File: config.mk
export PLATFORM = sky130hd
export DESIGN_NAME = load_store_unit_flat
export DESIGN_NICKNAME = d
export VERILOG_FILES = /design/src/rtl/lsu_pkg.sv /design/src/rtl/load_store_unit_if.sv /design/src/rtl/load_store_unit_formatter.sv /design/src/rtl/load_store_unit.sv /design/src/flat_wrapper.sv
export SDC_FILE = /design/constraint.sdc
export NUM_CORES = 1
export LEC_CHECK = 0
export ABC_CLOCK_PERIOD_IN_PS = 7050
export BUFFER_PORTS_ARGS = -buffer_cell sky130_fd_sc_hd__buf_2
export CORE_ASPECT_RATIO = 1.4
export CORE_UTILIZATION = 45
export DETAILED_ROUTE_END_ITERATION = 16
export PLACE_DENSITY = 0.72
export SYNTH_ARGS = -nofsm -noshare
export SYNTH_HDL_FRONTEND = slang
export SYNTH_SLANG_ARGS = --single-unit
export TNS_END_PERCENT = 100
File: constraint.sdc
create_clock -name CLK -period 7.05 [get_ports CLK]
set_input_delay 1.41 -clock CLK [delete_from_list [all_inputs] [get_ports CLK]]
set_output_delay 1.41 -clock CLK [all_outputs]
set_load 0.05 [all_outputs]
File: src/rtl/lsu_pkg.sv
// Shared constants, state encoding and access-size helper for the load/store unit.
package lsu_pkg;

    localparam logic [2:0] F3_B   = 3'd0;
    localparam logic [2:0] F3_H   = 3'd1;
    localparam logic [2:0] F3_W   = 3'd2;
    localparam logic [2:0] F3_BU  = 3'd4;
    localparam logic [2:0] F3_HU  = 3'd5;

    localparam logic [2:0] MEM_SB = 3'd0;
    localparam logic [2:0] MEM_SW = 3'd2;

    typedef enum logic [1:0] {
        IDLE,
        ACCESS,
        SH_LO,
        RESP
    } lsu_state_t;

    // Bytes touched by an access; the low two funct3 bits encode the width.
    function automatic logic [2:0] access_size(input logic [2:0] funct3);
        case (funct3[1:0])
            2'd0:    access_size = 3'd1;
            2'd1:    access_size = 3'd2;
            default: access_size = 3'd4;
        endcase
    endfunction

endpackage

File: src/rtl/load_store_unit_if.sv
// Request/response handshake between the execute stage (master) and the LSU (slave).
interface load_store_unit_if;
    logic        REQ_VALID;
    logic        REQ_READY;
    logic        REQ_WE;
    logic [2:0]  REQ_FUNCT3;
    logic [31:0] REQ_ADDR;
    logic [31:0] REQ_WDATA;
    logic        RSP_VALID;
    logic        RSP_READY;
    logic [31:0] RSP_RDATA;
    logic        RSP_ERR;

    modport master (
        output REQ_VALID, REQ_WE, REQ_FUNCT3, REQ_ADDR, REQ_WDATA, RSP_READY,
        input  REQ_READY, RSP_VALID, RSP_RDATA, RSP_ERR
    );

    modport slave (
        input  REQ_VALID, REQ_WE, REQ_FUNCT3, REQ_ADDR, REQ_WDATA, RSP_READY,
        output REQ_READY, RSP_VALID, RSP_RDATA, RSP_ERR
    );
endinterface

File: src/rtl/load_store_unit_formatter.sv
// Extracts and extends load data from a big-endian memory word (addressed byte in [31:24]).
module load_formatter
    import lsu_pkg::*;
(
    input  logic [31:0] MEM_READ_DATA,
    input  logic [2:0]  FUNCT3,
    output logic [31:0] LOAD_DATA
);

    always_comb begin
        LOAD_DATA = MEM_READ_DATA;
        case (FUNCT3)
            F3_B:    LOAD_DATA = {{24{MEM_READ_DATA[31]}}, MEM_READ_DATA[31:24]};
            F3_BU:   LOAD_DATA = {24'd0, MEM_READ_DATA[31:24]};
            F3_H:    LOAD_DATA = {{16{MEM_READ_DATA[31]}}, MEM_READ_DATA[31:16]};
            F3_HU:   LOAD_DATA = {16'd0, MEM_READ_DATA[31:16]};
            default: LOAD_DATA = MEM_READ_DATA;
        endcase
    end

endmodule

File: src/rtl/load_store_unit.sv
// Load/store initiator for the big-endian data memory; sh is issued as two sb writes.
// Define LSU_STATS_EN to add saturating LOAD_COUNT/STORE_COUNT/ERR_COUNT outputs.
//
// state  | meaning
// IDLE   | ready for a request; errored requests go straight to RESP
// ACCESS | memory cycle at addr (load sample, sw/sb write, sh high byte)
// SH_LO  | sh low byte written at addr+1
// RESP   | response held until RSP_READY
module load_store_unit
    import lsu_pkg::*;
#(
    parameter int unsigned MEM_BYTES = 1025
) (
    input  logic               CLK,
    input  logic               RST_N,
    load_store_unit_if.slave   lsu,
    output logic               MEM_WE,
    output logic [2:0]         MEM_FUNCT3,
    output logic [31:0]        MEM_ADDRESS,
    output logic [31:0]        MEM_WRITE_DATA,
    input  logic [31:0]        MEM_READ_DATA
`ifdef LSU_STATS_EN
    ,
    output logic [15:0]        LOAD_COUNT,
    output logic [15:0]        STORE_COUNT,
    output logic [15:0]        ERR_COUNT
`endif
);

    localparam logic [32:0] LAST_BYTE = 33'(MEM_BYTES - 1);

    lsu_state_t  state_q, state_d;
    logic        we_q;
    logic [2:0]  f3_q;
    logic [31:0] addr_q;
    logic [31:0] wdata_q;
    logic [31:0] rdata_q;
    logic        err_q;

    logic        req_ready;
    logic        accept;
    logic        bad_funct3;
    logic        misaligned;
    logic        out_of_range;
    logic        req_err;
    logic [32:0] last_addr;
    logic [31:0] load_data;

    assign req_ready = RST_N && (state_q == IDLE);
    assign accept    = lsu.REQ_VALID && req_ready;

    assign bad_funct3 = lsu.REQ_WE ? (lsu.REQ_FUNCT3 > F3_W)
                                   : (lsu.REQ_FUNCT3 == 3'd3 || lsu.REQ_FUNCT3 > F3_HU);
    assign misaligned = (lsu.REQ_FUNCT3[1:0] == 2'd1 && lsu.REQ_ADDR[0]) ||
                        (lsu.REQ_FUNCT3[1:0] == 2'd2 && lsu.REQ_ADDR[1:0] != 2'd0);
    // 33-bit sum so addresses near 0xFFFFFFFF cannot wrap back into range.
    assign last_addr    = {1'b0, lsu.REQ_ADDR} + 33'(access_size(lsu.REQ_FUNCT3)) - 33'd1;
    assign out_of_range = last_addr > LAST_BYTE;
    assign req_err      = bad_funct3 || misaligned || out_of_range;

    load_formatter u_fmt (
        .MEM_READ_DATA (MEM_READ_DATA),
        .FUNCT3        (f3_q),
        .LOAD_DATA     (load_data)
    );

    always_ff @(posedge CLK or negedge RST_N) begin
        if (!RST_N) begin
            state_q <= IDLE;
        end else begin
            state_q <= state_d;
        end
    end

    always_comb begin
        state_d        = state_q;
        MEM_WE         = 1'b0;
        MEM_FUNCT3     = MEM_SW;
        MEM_ADDRESS    = addr_q;
        MEM_WRITE_DATA = 32'd0;
        case (state_q)
            IDLE: begin
                if (accept) begin
                    state_d = req_err ? RESP : ACCESS;
                end
            end
            ACCESS: begin
                state_d = RESP;
                if (we_q) begin
                    MEM_WE = 1'b1;
                    if (f3_q == F3_W) begin
                        MEM_WRITE_DATA = wdata_q;
                    end else begin
                        MEM_FUNCT3 = MEM_SB;
                        // Big-endian: the high byte of a halfword lives at the lower address.
                        if (f3_q == F3_H) begin
                            MEM_WRITE_DATA = {24'd0, wdata_q[15:8]};
                            state_d        = SH_LO;
                        end else begin
                            MEM_WRITE_DATA = {24'd0, wdata_q[7:0]};
                        end
                    end
                end
            end
            SH_LO: begin
                MEM_WE         = 1'b1;
                MEM_FUNCT3     = MEM_SB;
                MEM_ADDRESS    = addr_q + 32'd1;
                MEM_WRITE_DATA = {24'd0, wdata_q[7:0]};
                state_d        = RESP;
            end
            RESP: begin
                if (lsu.RSP_READY) begin
                    state_d = IDLE;
                end
            end
            default: state_d = IDLE;
        endcase
    end

    always_ff @(posedge CLK or negedge RST_N) begin
        if (!RST_N) begin
            we_q    <= 1'b0;
            f3_q    <= 3'd0;
            addr_q  <= 32'd0;
            wdata_q <= 32'd0;
            rdata_q <= 32'd0;
            err_q   <= 1'b0;
        end else if (accept) begin
            we_q    <= lsu.REQ_WE;
            f3_q    <= lsu.REQ_FUNCT3;
            addr_q  <= lsu.REQ_ADDR;
            wdata_q <= lsu.REQ_WDATA;
            rdata_q <= 32'd0;
            err_q   <= req_err;
        end else if (state_q == ACCESS && !we_q) begin
            rdata_q <= load_data;
        end
    end

    assign lsu.REQ_READY = req_ready;
    assign lsu.RSP_VALID = (state_q == RESP);
    assign lsu.RSP_RDATA = rdata_q;
    assign lsu.RSP_ERR   = err_q;

`ifdef LSU_STATS_EN
    logic rsp_hs;
    assign rsp_hs = (state_q == RESP) && lsu.RSP_READY;

    always_ff @(posedge CLK or negedge RST_N) begin
        if (!RST_N) begin
            LOAD_COUNT  <= 16'd0;
            STORE_COUNT <= 16'd0;
            ERR_COUNT   <= 16'd0;
        end else if (rsp_hs) begin
            if (err_q) begin
                if (ERR_COUNT != 16'hFFFF) ERR_COUNT <= ERR_COUNT + 16'd1;
            end else if (we_q) begin
                if (STORE_COUNT != 16'hFFFF) STORE_COUNT <= STORE_COUNT + 16'd1;
            end else begin
                if (LOAD_COUNT != 16'hFFFF) LOAD_COUNT <= LOAD_COUNT + 16'd1;
            end
        end
    end
`endif

endmodule
File: src/flat_wrapper.sv
// flat-port wrapper written by rule: the top's interface ports become plain ports
module load_store_unit_flat import lsu_pkg::*;
#(
    parameter int unsigned MEM_BYTES = 1025
)
  (CLK, RST_N, MEM_WE, MEM_FUNCT3, MEM_ADDRESS, MEM_WRITE_DATA, MEM_READ_DATA, lsu_REQ_VALID, lsu_REQ_WE, lsu_REQ_FUNCT3, lsu_REQ_ADDR, lsu_REQ_WDATA, lsu_RSP_READY, lsu_REQ_READY, lsu_RSP_VALID, lsu_RSP_RDATA, lsu_RSP_ERR);
  load_store_unit_if lsu_i ();
  input  logic CLK;
  input  logic RST_N;
  output logic MEM_WE;
  output logic [2:0] MEM_FUNCT3;
  output logic [31:0] MEM_ADDRESS;
  output logic [31:0] MEM_WRITE_DATA;
  input  logic [31:0] MEM_READ_DATA;
  input wire logic [$bits(lsu_i.REQ_VALID)-1:0] lsu_REQ_VALID;
  input wire logic [$bits(lsu_i.REQ_WE)-1:0] lsu_REQ_WE;
  input wire logic [$bits(lsu_i.REQ_FUNCT3)-1:0] lsu_REQ_FUNCT3;
  input wire logic [$bits(lsu_i.REQ_ADDR)-1:0] lsu_REQ_ADDR;
  input wire logic [$bits(lsu_i.REQ_WDATA)-1:0] lsu_REQ_WDATA;
  input wire logic [$bits(lsu_i.RSP_READY)-1:0] lsu_RSP_READY;
  output wire logic [$bits(lsu_i.REQ_READY)-1:0] lsu_REQ_READY;
  output wire logic [$bits(lsu_i.RSP_VALID)-1:0] lsu_RSP_VALID;
  output wire logic [$bits(lsu_i.RSP_RDATA)-1:0] lsu_RSP_RDATA;
  output wire logic [$bits(lsu_i.RSP_ERR)-1:0] lsu_RSP_ERR;
  assign lsu_i.REQ_VALID = lsu_REQ_VALID;
  assign lsu_i.REQ_WE = lsu_REQ_WE;
  assign lsu_i.REQ_FUNCT3 = lsu_REQ_FUNCT3;
  assign lsu_i.REQ_ADDR = lsu_REQ_ADDR;
  assign lsu_i.REQ_WDATA = lsu_REQ_WDATA;
  assign lsu_i.RSP_READY = lsu_RSP_READY;
  assign lsu_REQ_READY = lsu_i.REQ_READY;
  assign lsu_RSP_VALID = lsu_i.RSP_VALID;
  assign lsu_RSP_RDATA = lsu_i.RSP_RDATA;
  assign lsu_RSP_ERR = lsu_i.RSP_ERR;
  load_store_unit #(.MEM_BYTES(MEM_BYTES)) u_core (.CLK(CLK), .RST_N(RST_N), .lsu(lsu_i), .MEM_WE(MEM_WE), .MEM_FUNCT3(MEM_FUNCT3), .MEM_ADDRESS(MEM_ADDRESS), .MEM_WRITE_DATA(MEM_WRITE_DATA), .MEM_READ_DATA(MEM_READ_DATA));
endmodule
==> results of run 1 <==
-- registers in the layout, summed over array words and instances (netlist names) --
| register | cells |
|---|---|
| u_core.addr_q | 32 |
| u_core.f3_q | 3 |
| u_core.lsu.RSP_ERR | 1 |
| u_core.lsu.RSP_RDATA | 32 |
| u_core.state_q | 2 |
| u_core.wdata_q | 32 |
| u_core.we_q | 1 |
-- logic make-up after synthesis --
kind of cell	after synthesis	share of synthesized area, %
and+or+nand+nor	425	26.32
xor gates and xnor gates	40	4.711
adders and majority gates	41	7.000
AOI/OAI and AO/OA	232	19.27
other	1	0.05043
DFF	103	34.66
buffers and inverters	115	5.923
muxes	15	2.070
-- through the flow --
step / setup WS, ns / instances / power (mW)
floorplan: 2.674 / 973 / 2.448
global placement: 2.360 / 1329 / 2.909
detailed placement: 2.314 / 1329 / 2.938
CTS: 2.278 / 1345 / 3.486
global route: 2.038 / 1345 / 3.696
finish: 2.313 / 1345 / 3.465
-- placed cells by master (no fill, tap or decap), drive strengths merged, types with 11 or more instances in the layout --
| cell type | instances |
|---|---|
| o21ai | 85 |
| a21o | 15 |
| a22oi | 11 |
| nor2 | 47 |
| inv | 65 |
| nand3 | 19 |
| xnor2 | 32 |
| dfrtp | 103 |
| nand4 | 20 |
| mux2i | 12 |
| buf | 209 |
| nor3 | 11 |
| nand2 | 225 |
| a21oi | 61 |
| nor2b | 29 |
| and3 | 16 |
| and2 | 32 |
| ha | 40 |
-- power by group through the flow --
stage          clock, mW  sequential, mW  combinational [mW]
4_1_cts            0.556            1.06                1.87
5_1_grt            0.577            1.10                2.02
6_report           0.543            1.06                1.86
3_5_place_dp           0            1.07                1.87
2_1_floorplan          0            1.27                1.18
3_3_place_gp           0            1.06                1.85
-- path summary, 6_finish.rpt --
check	startpoint	endpoint	slack (ns)	cells past startpoint
setup / recovery	u_core.state_q[0]	MEM_ADDRESS[30]	2.31	11
max in group asynchronous	RST_N	u_core.wdata_q[20]	4.79	2
setup reg to reg	u_core.state_q[1]	u_core.state_q[1]	4.58	8
hold reg to reg	u_core.wdata_q[28]	u_core.wdata_q[28]	0.47	2
min in group asynchronous	RST_N	u_core.lsu.RSP_RDATA[4]	1.11	1
hold / removal	u_core.wdata_q[28]	u_core.wdata_q[28]	0.47	2
-- worst max-delay path: stages (launching register included) --
cell	delay, ns
dfrtp_1	0.40
inv_1	0.15
ha_1	0.44
nand2_1	0.09
nor2_1	0.21
nand2_1	0.10
or2_2	0.34
nor3_1	0.42
nand3_1	0.23
nor2_1	0.17
xnor2_1	0.13
buf_2	0.28
-- final cells by class --
class,count,area (um2)
Fill cell,1576,7293
Multi-Input combinational cell,755,4427
Sequential cell,103,2577
Timing Repair Buffer,209,1061
Tap cell,199,249.0
Inverter,63,236.5
Clock buffer,9,225.2
Clock inverter,7,102.6
-- layer usage --
| metal | wire [um] | vias up | GRT usage, % |
|---|---|---|---|
| met5 | 0 | - | 0 |
| met4 | 903 | 0 | 11.94 |
| met3 | 878 | 45 | 2.720 |
| met2 | 11310 | 262 | 47.06 |
| met1 | 8668 | 3510 | 29.98 |
| li1 | - | 3664 | - |
==> metrics.cfg, run 1 <==
[run_status]
outcome = finished, final reports clean

[logic_synthesis]
ys_seq_elements = 103
synth_cells = 972
syn_avg_cell_area_um2 = 7.650
seq_area_frac_synth_pct = 34.66
synth_area_um2 = 7436
synth_most_common_cell = nand2_1
synthFlopType = dfrtp_1
synth_top_area_cell = dfrtp_1
netlist.area_leader.share_pct = 34.66
synthTopCellsByArea = dfrtp_1, nand2_1, ha_1
ys_types = 54
synth_edf_count = 0
ys_top_cells_by_count = nand2_1, dfrtp_1, o21ai_0
yosysWarnings = 0
synth-async-reset-ratio_pct = 100.0

[layout]
nets = 1286
fin_util_pct = 54.90
area_growth_pct = 19.40
num_antenna_cells = 0
drive_above_1_share_pct = 20.94
finish.instance_area_um2 = 8879

[sta]
post-route-period-util_pct = 67.20
timing.setup.tns_ns = 0
rsz0062_at_grt = no
hold_viol = 0
finalSetupViolCount = 0
max_freq_mhz = 211.1
relSlewSlack_pct = 40.51
timing.hold.ws_ns = 0.4682
period_minus_slack_ns = 4.737
skew_ns = 0.008510
worst_pin_slew_ns = 0.8923
slew_viol_final = 0

[floorplan]
die_x_um = 110.6
io_pins = 207
die_area_um2 = 17050
die_y_um = 154.1
rows = 55
core-area_um2 = 16170
start_util_pct = 45.98

[drt]
firstDrtPassIters = 5
ant_nets = 0
dr_total_vias = 7481
drc = 0
drt_wl_total_mm = 21.76
routedWlPerCell_um = 16.18
viasPerCell = 5.562
drt_iter0_markers = 456

[placement]
hpwlAfterDp_mm = 17.16
portBuffers = 204
place_area_um2 = 8551
gp_congestion = 0.9392

[power]
seqPwrFrac_pct = 30.6
power.switching_mw = 1.778
internal_power_mw = 1.687
switching_share_pct = 51.31
ir_drop_mv = 0.3664
combPwrFrac_pct = 53.8
leakagePower_nw = 4.615
power.density_nw_per_um2 = 390.3
clkPwrFrac_pct = 15.7

[clock_tree]
cts_made_buffers = 9
clock_latency_ns = 0.34
post_cts_buffers = 0
cts-hold-fix-buffers = 0
cts_tree = yes
cts-root-buf = clkbuf_16
clockBufferDepth = 2
cts.clk_slew.worst_paths_ns = 0.07
cts_max_level = 3
cts.repair.resized = 0
cts.sinks = 103

[global_route]
grt_pass1_vias = 7094
grt_pass1_wl_mm = 35.44
grtUsageTotal_pct = 25.74
antenna_found_initial = 0
grt_max_degree = 101
grt_overflow = 0

[run]
maxCapViolations = 0

[critical_path]
required_ns = 5.64
start_kind = flip-flop
worstSetupPathType = reg2out
end_kind = output port
cp_max_fo = 10
arrival_ns = 3.33

[min_path]
hold_class = reg2reg

Power figures use the tool's default switching activity.
==> inputs of run 2 (changes only) <==
ABC_CLOCK_PERIOD_IN_PS = 4500   (was 7050)
clock period = 4.5 ns   (was 7.05 ns; I/O delays follow)
==> metrics.cfg, run 2 (same netlist as run 1, synthesis figures left out) <==
[run_status]
outcome = finished, final reports clean

[clock_tree]
cts.sinks = 103  ; unchanged
clockBufferDepth = 2  ; unchanged
cts.clk_slew.worst_paths_ns = 0.07  ; about the same
cts_tree = yes
cts_max_level = 3  ; unchanged
cts-root-buf = clkbuf_16
cts.repair.resized = 0  ; unchanged
clock_latency_ns = 0.34  ; about the same
post_cts_buffers = 0  ; unchanged
cts-hold-fix-buffers = 0  ; unchanged
cts_made_buffers = 9  ; unchanged

[sta]
skew_ns = 0.008932  ; +0.0004217 ns
timing.setup.tns_ns = 0  ; unchanged
post-route-period-util_pct = 88.42
max_freq_mhz = 251.3
hold_viol = 0  ; unchanged
worst_pin_slew_ns = 0.7739  ; -0.1184 ns
rsz0062_at_grt = no
finalSetupViolCount = 0  ; unchanged
slew_viol_final = 0  ; unchanged
period_minus_slack_ns = 3.979
setup_ws_ns = 0.5209  ; -1.792 ns
relSlewSlack_pct = 48.40  ; +7.9 points

[floorplan]
start_util_pct = 45.98  ; unchanged
die_y_um = 154.1  ; unchanged
io_pins = 207  ; unchanged
rows = 55  ; unchanged
die_x_um = 110.6  ; unchanged
die_area_um2 = 17050  ; unchanged
core-area_um2 = 16170  ; unchanged

[placement]
dp_slack_ns = 0.1898  ; -2.124 ns
gp_congestion = 0.9343  ; -0.52%
portBuffers = 204  ; unchanged
place_area_um2 = 8581  ; +0.35%
hpwlAfterDp_mm = 17.64  ; +2.8%

[critical_path]
worst-path-buf-inv = 2  ; unchanged
cpPeakStageDelay_ns = 0.41  ; -0.03 ns
path_cells = inv_1, ha_1, nand2_1, nor2_1, nand2_1, or2_2, nor3_1, nand3_1, nor2_1, xor2_1, buf_2
cp_slowest_cell = nor3_1
required_ns = 3.60  ; -2.04 ns
arrival_ns = 3.08  ; -0.25 ns
end_kind = output port
start_kind = flip-flop
worstSetupPathType = reg2out
crit_family = simple AND/OR/NAND/NOR gates
cp_max_fo = 5  ; -5

[layout]
mostFrequentLayoutCells = nand2_1, buf_2, dfrtp_1
finish.instance_area_um2 = 8866  ; -0.14%
fin_util_pct = 54.82  ; -0.077 points
final_common_cell = nand2_1
area_growth_pct = 19.23
nets = 1290  ; +0.31%
drive_above_1_share_pct = 21.22  ; +0.27 points

[run]
maxCapViolations = 0  ; unchanged

[power]
leakagePower_nw = 4.616  ; about the same
power.density_nw_per_um2 = 601.6  ; +54%
power_mw = 5.334  ; +54%
ir_drop_mv = 0.4560  ; +24%

[min_path]
hold_class = reg2reg

[global_route]
grt_overflow = 0  ; unchanged
grt_max_degree = 55  ; -46%
grt_pass1_wl_mm = 35.24  ; -0.56%
antenna_found_initial = 1  ; +1
grt_pass1_vias = 7072  ; -0.31%
grtUsageTotal_pct = 25.73  ; about the same

[drt]
firstDrtPassIters = 5  ; unchanged
dr_total_vias = 7451  ; -0.40%
drt_wl_total_mm = 22.07  ; +1.4%
viasPerCell = 5.519  ; -0.77%
drc = 0  ; unchanged
ant_nets = 0  ; unchanged
routedWlPerCell_um = 16.35  ; +1.0%
drt_iter0_markers = 530  ; +16%

[run 2: worst reg2reg max path, delay by kind of cell, from the launching register on]
family                     cells  cell delay [ns]
and+or+nand+nor                4             0.87
buffers and inverters          2             0.56
AOI/OAI and AO/OA              2             0.47
DFF                            1             0.40
adders and majority gates      1             0.21
[run 2: final cells by class]
type	count	area, um2
multi-input combinational	755	4427
clock buffer	10	239.0
clock inverter	6	43.79
tap	199	249.0
sequential	103	2577
fill	1599	7306
inverter	63	236.5
timing repair buffer	213	1091
antenna	1	2.502
[run 2: worst paths after layout]
| path | startpoint | endpoint | slack [ns] | cells after the start |
|---|---|---|---|---|
| min | u_core.wdata_q[16] | u_core.wdata_q[16] | 0.47 | 2 |
| min reg2reg | u_core.wdata_q[16] | u_core.wdata_q[16] | 0.47 | 2 |
| max reg2reg | u_core.state_q[0] | u_core.state_q[1] | 1.87 | 9 |
| max in group asynchronous | RST_N | u_core.addr_q[19] | 2.68 | 3 |
| max | u_core.state_q[0] | MEM_ADDRESS[28] | 0.52 | 11 |
| min in group asynchronous | RST_N | u_core.lsu.RSP_RDATA[4] | 0.68 | 2 |
[run 2: layer usage]
layer / global-route usage, % / up-vias / wire [um]
li1: - / 3669 / -
met1: 29.07 / 3490 / 8732
met2: 47.44 / 234 / 11460
met3: 3.390 / 58 / 889
met4: 12.32 / 0 / 983
met5: 0 / - / 0
[run 2: power breakdown]
group	internal, mW	leakage, nW	switching, mW
clock network	0.394	0.139	0.351
logic	0.830	3.18	2.10
registers	1.33	1.30	0.325
total	2.56	4.62	2.78
[run 2: per-stage QoR]
| stage | hold WS (ns) | cells |
|---|---|---|
| 2_1_floorplan | 0.4374 | 973 |
| 6_report | 0.4674 | 1350 |
| 4_1_cts | 0.4712 | 1349 |
| 3_3_place_gp | 0.4495 | 1333 |
| 5_1_grt | 0.4888 | 1350 |
| 3_5_place_dp | 0.4539 | 1333 |
